===== src/rtl/karat_mult_pipe.sv =====
// Pipelined Karatsuba multiplier with valid/ready handshake, per-transaction signed mode and tag pass-through.
// One register boundary per recursion level between the input stage and the final sign-fix stage.
module karat_mult_pipe #(
    parameter int WI     = 16,
    parameter int LEVELS = 2,
    parameter int TAG_W  = 4
) (
    input  logic                clk,
    input  logic                rst_n,
    input  logic                i_valid,
    output logic                i_ready,
    input  logic                i_signed,
    input  logic [WI-1:0]       iX,
    input  logic [WI-1:0]       iY,
    input  logic [TAG_W-1:0]    i_tag,
    output logic                o_valid,
    input  logic                o_ready,
    output logic [2*WI-1:0]     oO,
    output logic [TAG_W-1:0]    o_tag
);
    localparam int LAT = LEVELS + 2;
    localparam int W2  = 2 * WI;

    if (WI < 2) begin : g_bad_wi
        $error("karat_mult_pipe: WI must be >= 2");
    end
    if (TAG_W < 1) begin : g_bad_tag
        $error("karat_mult_pipe: TAG_W must be >= 1");
    end
    if ((WI >> LEVELS) < 1) begin : g_bad_levels
        $error("karat_mult_pipe: WI >> LEVELS must be >= 1");
    end

    logic                       adv;
    logic [LAT-1:0]             vld_q;
    logic [LAT-1:0][TAG_W-1:0]  tag_q;
    logic [LAT-2:0]             neg_q;
    logic [WI-1:0]              mx_d, my_d, mx_q, my_q;
    logic                       neg_d;
    logic [W2-1:0]              prod;
    logic [W2-1:0]              prod_d, oO_q;

    // Whole pipeline freezes only while a finished product waits for the consumer.
    assign adv     = !(o_valid && !o_ready);
    assign i_ready = adv;

    // The most negative value wraps to 2^(WI-1), which is the correct unsigned magnitude.
    assign mx_d  = (i_signed && iX[WI-1]) ? -iX : iX;
    assign my_d  = (i_signed && iY[WI-1]) ? -iY : iY;
    assign neg_d = i_signed && (iX[WI-1] ^ iY[WI-1]);

    // NOTE: datapath registers carry no reset; only valid/tag/sign/output state must be defined after reset.
    always_ff @(posedge clk) begin
        if (adv) begin
            mx_q <= mx_d;
            my_q <= my_d;
        end
    end

    // NOTE: non-blocking assignments let every chain entry read its predecessor's pre-edge value.
    always_ff @(posedge clk or negedge rst_n) begin
        if (!rst_n) begin
            vld_q <= '0;
            tag_q <= '0;
            neg_q <= '0;
        end else if (adv) begin
            vld_q[0] <= i_valid;
            tag_q[0] <= i_tag;
            neg_q[0] <= neg_d;
            for (int k = 1; k < LAT; k++) begin
                vld_q[k] <= vld_q[k-1];
                tag_q[k] <= tag_q[k-1];
            end
            for (int k = 1; k < LAT - 1; k++) begin
                neg_q[k] <= neg_q[k-1];
            end
        end
    end

    if (LEVELS == 0) begin : g_native
        karat_leaf #(.W(WI)) u_leaf (
            .x_i (mx_q),
            .y_i (my_q),
            .p_o (prod)
        );
    end else begin : g_karat
        karat_node #(.W(WI), .DEPTH(LEVELS)) u_root (
            .clk  (clk),
            .en_i (adv),
            .x_i  (mx_q),
            .y_i  (my_q),
            .p_o  (prod)
        );
    end

    assign prod_d = neg_q[LAT-2] ? -prod : prod;

    always_ff @(posedge clk or negedge rst_n) begin
        if (!rst_n) begin
            oO_q <= '0;
        end else if (adv) begin
            oO_q <= prod_d;
        end
    end

    assign oO      = oO_q;
    assign o_valid = vld_q[LAT-1];
    assign o_tag   = tag_q[LAT-1];
endmodule

// One Karatsuba level: registers the split halves and carry-wide sums, then recombines the three sub-products.
module karat_node #(
    parameter int W     = 4,
    parameter int DEPTH = 1
) (
    input  logic             clk,
    input  logic             en_i,
    input  logic [W-1:0]     x_i,
    input  logic [W-1:0]     y_i,
    output logic [2*W-1:0]   p_o
);
    localparam int WLO = W / 2;
    localparam int WHI = W - WLO;
    localparam int WS  = WHI + 1;
    localparam int WM  = 2 * WS;
    localparam int W2  = 2 * W;

    logic [WHI-1:0]   xh_q, yh_q;
    logic [WLO-1:0]   xl_q, yl_q;
    logic [WS-1:0]    xs_q, ys_q;
    logic [2*WHI-1:0] p_hh;
    logic [2*WLO-1:0] p_ll;
    logic [WM-1:0]    p_mm, mid;

    always_ff @(posedge clk) begin
        if (en_i) begin
            xh_q <= x_i[W-1:WLO];
            xl_q <= x_i[WLO-1:0];
            yh_q <= y_i[W-1:WLO];
            yl_q <= y_i[WLO-1:0];
            xs_q <= WS'(x_i[W-1:WLO]) + WS'(x_i[WLO-1:0]);
            ys_q <= WS'(y_i[W-1:WLO]) + WS'(y_i[WLO-1:0]);
        end
    end

    if (DEPTH == 1) begin : g_leaves
        karat_leaf #(.W(WHI)) u_hh (.x_i(xh_q), .y_i(yh_q), .p_o(p_hh));
        karat_leaf #(.W(WLO)) u_ll (.x_i(xl_q), .y_i(yl_q), .p_o(p_ll));
        karat_leaf #(.W(WS))  u_mm (.x_i(xs_q), .y_i(ys_q), .p_o(p_mm));
    end else begin : g_nodes
        karat_node #(.W(WHI), .DEPTH(DEPTH-1)) u_hh (.clk(clk), .en_i(en_i), .x_i(xh_q), .y_i(yh_q), .p_o(p_hh));
        karat_node #(.W(WLO), .DEPTH(DEPTH-1)) u_ll (.clk(clk), .en_i(en_i), .x_i(xl_q), .y_i(yl_q), .p_o(p_ll));
        karat_node #(.W(WS),  .DEPTH(DEPTH-1)) u_mm (.clk(clk), .en_i(en_i), .x_i(xs_q), .y_i(ys_q), .p_o(p_mm));
    end

    // Cross term is never negative and always fits in 2*W bits, so the final truncation is exact.
    assign mid = p_mm - WM'(p_hh) - WM'(p_ll);
    assign p_o = (W2'(p_hh) << (2 * WLO)) + (W2'(mid) << WLO) + W2'(p_ll);
endmodule

// Recursion leaf: full-width native multiply.
module karat_leaf #(
    parameter int W = 2
) (
    input  logic [W-1:0]     x_i,
    input  logic [W-1:0]     y_i,
    output logic [2*W-1:0]   p_o
);
    localparam int W2 = 2 * W;

    assign p_o = W2'(x_i) * W2'(y_i);
endmodule


===== config.mk =====
export PLATFORM = sky130hd
export DESIGN_NAME = karat_mult_pipe
export DESIGN_NICKNAME = d
export VERILOG_FILES = /design/src/rtl/karat_mult_pipe.sv
export SDC_FILE = /design/constraint.sdc
export NUM_CORES = 1
export LEC_CHECK = 0
export ABC_AREA = 1
export BUFFER_PORTS_ARGS = -buffer_cell sky130_fd_sc_hd__buf_2
export CAP_MARGIN = 15
export CORE_ASPECT_RATIO = 0.8
export CORE_MARGIN = 3
export CORE_UTILIZATION = 55
export DETAILED_ROUTE_END_ITERATION = 10
export PLACE_DENSITY = 0.72
export SYNTH_ARGS = -nofsm -noshare
export SYNTH_HDL_FRONTEND = slang
export SYNTH_SLANG_ARGS = --single-unit

===== constraint.sdc =====
create_clock -name clk -period 15.2 [get_ports clk]
set_input_delay 3.04 -clock clk [delete_from_list [all_inputs] [get_ports clk]]
set_output_delay 3.04 -clock clk [all_outputs]
set_load 0.1 [all_outputs]

==> impl_metrics.py <==
metrics = {
    "outcome": {
        "outcome": "completed",
    },
    "sta": {
        "worstMarginPinSlew_ns": 0.977,
        "final-hold-violation-count": 0,
        "clock_skew_ns": 0.0108,
        "setup-violations-final": 0,
        "unrepaired_setup_endpoints_after_global_routing": "no",
        "setup_total_negative_slack_ns": 0,
        "layout_min_cycle_time_ns": 11.95,
        "max_freq_mhz": 83.7,
        "maxSlewViolCount": 0,
        "layout_setup_ws_ns": 3.25,
        "fin_crit_sh": 0.786,
        "slew_headroom": 0.349,
    },
    "yosys": {
        "async_reset_ff_frac": 0.251,
        "yosys.area_share.adder": 0.292,
        "mappedNetlistArea_um2": 20700,
        "multiplexer_area_fraction_after_synthesis": 0,
        "synth_xor_xnor_area_share": 0.0694,
        "synth_seq_cells": 219,
        "seq_area_frac_synth": 0.305,
        "synthCells": 2372,
        "syn_area_per_cell_um2": 8.72,
        "synthesis.yosys.warnings": 0,
        "post_synth_and_or_nand_nor_area_fraction": 0.172,
        "ys.flop_type": "sky130_fd_sc_hd__edfxtp_1",
        "synth_top_family_by_area": "adder cells",
        "synth_fp_nets": 2810,
        "synth_compound_gate_area_share": 0.0615,
        "post_synth_num_cell_types": 49,
        "synth_enable_flop_cells": 164,
    },
    "worst_setup_path": {
        "ff2ff_path_depth": 49,
        "setup.worst_path.start": "g_karat.u_root.g_nodes.u_ll.yh_q[3]",
        "worst-endpoint-required_ns": 15.62,
        "endpoint_kind": "register",
        "dominant_delay_contributor_by_cell_family_on_the_critical_path": "adder cells",
        "critical_path.max_stage_delay_ns": 0.56,
        "worstSetupStartpointType": "register",
        "critical_path.reg2reg.startpoint": "g_karat.u_root.g_nodes.u_ll.yh_q[3]",
        "path_class": "reg -> reg",
        "worst_path_most_repeated_cell": "sky130_fd_sc_hd__fa_1",
        "timing.critical_path.buf_inv": 8,
        "cp.depth": 49,
        "timing.critical_path.slowest_stage_cell": "sky130_fd_sc_hd__fa_1",
        "worstPathArrival_ns": 12.37,
        "cp_max_fo": 5,
    },
    "grt": {
        "grt_start_max_net_pins": 84,
        "overall_global_routing_resource_usage": 0.237,
        "grt_antenna_before_repair": 0,
        "grt_pass1_wl_mm": 77.4,
        "vias_in_the_first_global_route": 15300,
        "grt_overflow_total": 0,
    },
    "clock_tree": {
        "clk_transition_reported_paths_ns": 0.06,
        "cts_post_setup_buffers_inserted": 0,
        "clock_path_buffers": 3,
        "postCtsHoldBufs": 0,
        "cts_inserted_buffers": 22,
        "clkLatencyLatePin_ns": 0.54,
        "cts_tree": "done",
        "post_cts.resized_instances": 0,
        "cts_root_buf": "sky130_fd_sc_hd__clkbuf_16",
        "cts_max_level": 1,
        "clock_sink_count": 219,
    },
    "finish": {
        "finalNonFillerCells": 2952,
        "layout_commonest_cell": "sky130_fd_sc_hd__inv_1",
        "areaGrowthSynthToFinish_pct": 7.89,
        "mostFrequentLayoutCells": "518 x sky130_fd_sc_hd__inv_1, 512 x sky130_fd_sc_hd__nand2_1, 255 x sky130_fd_sc_hd__ha_1",
        "design.final.nets": 2895,
        "antenna-diode-count": 0,
        "post_layout_inst_area_um2": 22300,
        "layout-drive-gt1-share": 0.0773,
    },
    "worst_hold_path": {
        "worst_hold_path_type": "reg -> reg",
        "timing.hold.worst.start": "g_karat.u_root.xs_q[6]",
        "worst_hold_path.num_cells": 0,
    },
    "detailed_routing": {
        "finalWirelength_mm": 46.2,
        "overall_via_count_from_detail_route": 15500,
        "first_pass_iters": 5,
        "route.detailed.drc": 0,
        "wl_per_cell_um": 15.6,
        "routed_via_density": 5.24,
        "detail_route.iter0.violations": 1141,
        "number_of_nets_still_failing_antenna_checks_after_routing": 0,
    },
    "place": {
        "postPlaceCellArea_um2": 21600,
        "io_buffers": 78,
        "dp.final_hpwl_mm": 38.6,
        "place.detailed.instances": 2913,
        "routabilityCongestion": 0.928,
        "pre_cts_slack_ns": 3.29,
    },
    "floorplan": {
        "dieHeight_um": 179,
        "die_area_um2": 40000,
        "die_w_um": 223,
        "placeableCoreArea_um2": 36500,
        "placement_rows": 62,
        "floorplan.initialDensity": 0.567,
        "design.portCount": 79,
    },
    "run": {
        "maxCapViolations": 0,
    },
}
==> sequential cells by signal, summed over array words and instances, names as in the netlist, 5 cells and up <==
signal	count
g_karat.u_root.ys_q	9
g_karat.u_root.xs_q	9
g_karat.u_root.xh_q	8
oO	32
g_karat.u_root.yh_q	8
tag_q	12
g_karat.u_root.g_nodes.u_ll.ys_q	5
g_karat.u_root.yl_q	8
g_karat.u_root.g_nodes.u_hh.xs_q	5
g_karat.u_root.g_nodes.u_mm.xs_q	6
g_karat.u_root.g_nodes.u_mm.xh_q	5
g_karat.u_root.g_nodes.u_mm.ys_q	6
g_karat.u_root.xl_q	8
g_karat.u_root.g_nodes.u_mm.yh_q	5
g_karat.u_root.g_nodes.u_hh.ys_q	5
my_q	16
g_karat.u_root.g_nodes.u_ll.xs_q	5
mx_q	16
==> synth_stat cells (6+ instances only) <==
cell type | n | share of area
sky130_fd_sc_hd__a21oi_1 | 117 | 0.028
sky130_fd_sc_hd__clkbuf_1 | 14 | 0.0025
sky130_fd_sc_hd__dfrtp_1 | 55 | 0.067
sky130_fd_sc_hd__edfxtp_1 | 164 | 0.24
sky130_fd_sc_hd__fa_1 | 142 | 0.14
sky130_fd_sc_hd__ha_1 | 255 | 0.15
sky130_fd_sc_hd__inv_1 | 518 | 0.094
sky130_fd_sc_hd__nand2_1 | 512 | 0.093
sky130_fd_sc_hd__nand2_2 | 30 | 0.0091
sky130_fd_sc_hd__nand2_4 | 6 | 0.0033
sky130_fd_sc_hd__nand3_1 | 86 | 0.021
sky130_fd_sc_hd__nand3_2 | 12 | 0.0058
sky130_fd_sc_hd__nand4_1 | 13 | 0.0039
sky130_fd_sc_hd__nor2_1 | 111 | 0.020
sky130_fd_sc_hd__nor3_1 | 21 | 0.0051
sky130_fd_sc_hd__o21ai_0 | 63 | 0.015
sky130_fd_sc_hd__o21bai_1 | 16 | 0.0058
sky130_fd_sc_hd__xnor2_1 | 53 | 0.022
sky130_fd_sc_hd__xor2_1 | 104 | 0.044
==> cell type report <==
cell class | count | area, um^2
clock buffer | 31 | 623
clock inverter | 8 | 75.1
fill | 3124 | 14200
inverter | 526 | 1980
multi-input combinational | 1606 | 12300
sequential | 219 | 6300
tap | 480 | 601
timing repair buffer | 82 | 420
==> per-layer routing <==
layer / routed length, um / global-route usage / part of all wire
met1: 21900 / 0.345 / 0.47
met2: 20600 / 0.381 / 0.45
met3: 2740 / 0.0347 / 0.059
met4: 951 / 0.0483 / 0.021
met5: 0 / 0 / 0
==> through the flow <==
| step | hold WS (ns) | util |
|---|---|---|
| 3_5_place_dp | 0.447 | 0.593 |
| 2_1_floorplan | 0.431 | - |
| 4_1_cts | 0.470 | 0.612 |
| 5_1_grt | 0.475 | 0.612 |
| 3_3_place_gp | 0.445 | 0.593 |
| 6_report | 0.470 | 0.612 |
==> worst paths after layout <==
path | to | slack, ns
max | oO[27] | 3.25
min | g_karat.u_root.g_nodes.u_mm.xh_q[2] | 0.47
max reg2reg | oO[27] | 3.25
min reg2reg | g_karat.u_root.g_nodes.u_mm.xh_q[2] | 0.47
max in group asynchronous | tag_q[10] | 12.11
min in group asynchronous | oO[23] | 2.62
==> logic make-up (layout without fill, tap and decap cells) <==
logic type      Yosys count  after routing
fa+ha+maj               397            397
flops                   219            219
simple gates            819            819
buf+inv                 547            647
compound gates          230            230
xor+xnor                160            160
Power is not shown: default switching activity piles up to over one toggle a cycle in this logic, so the estimate is an artifact.
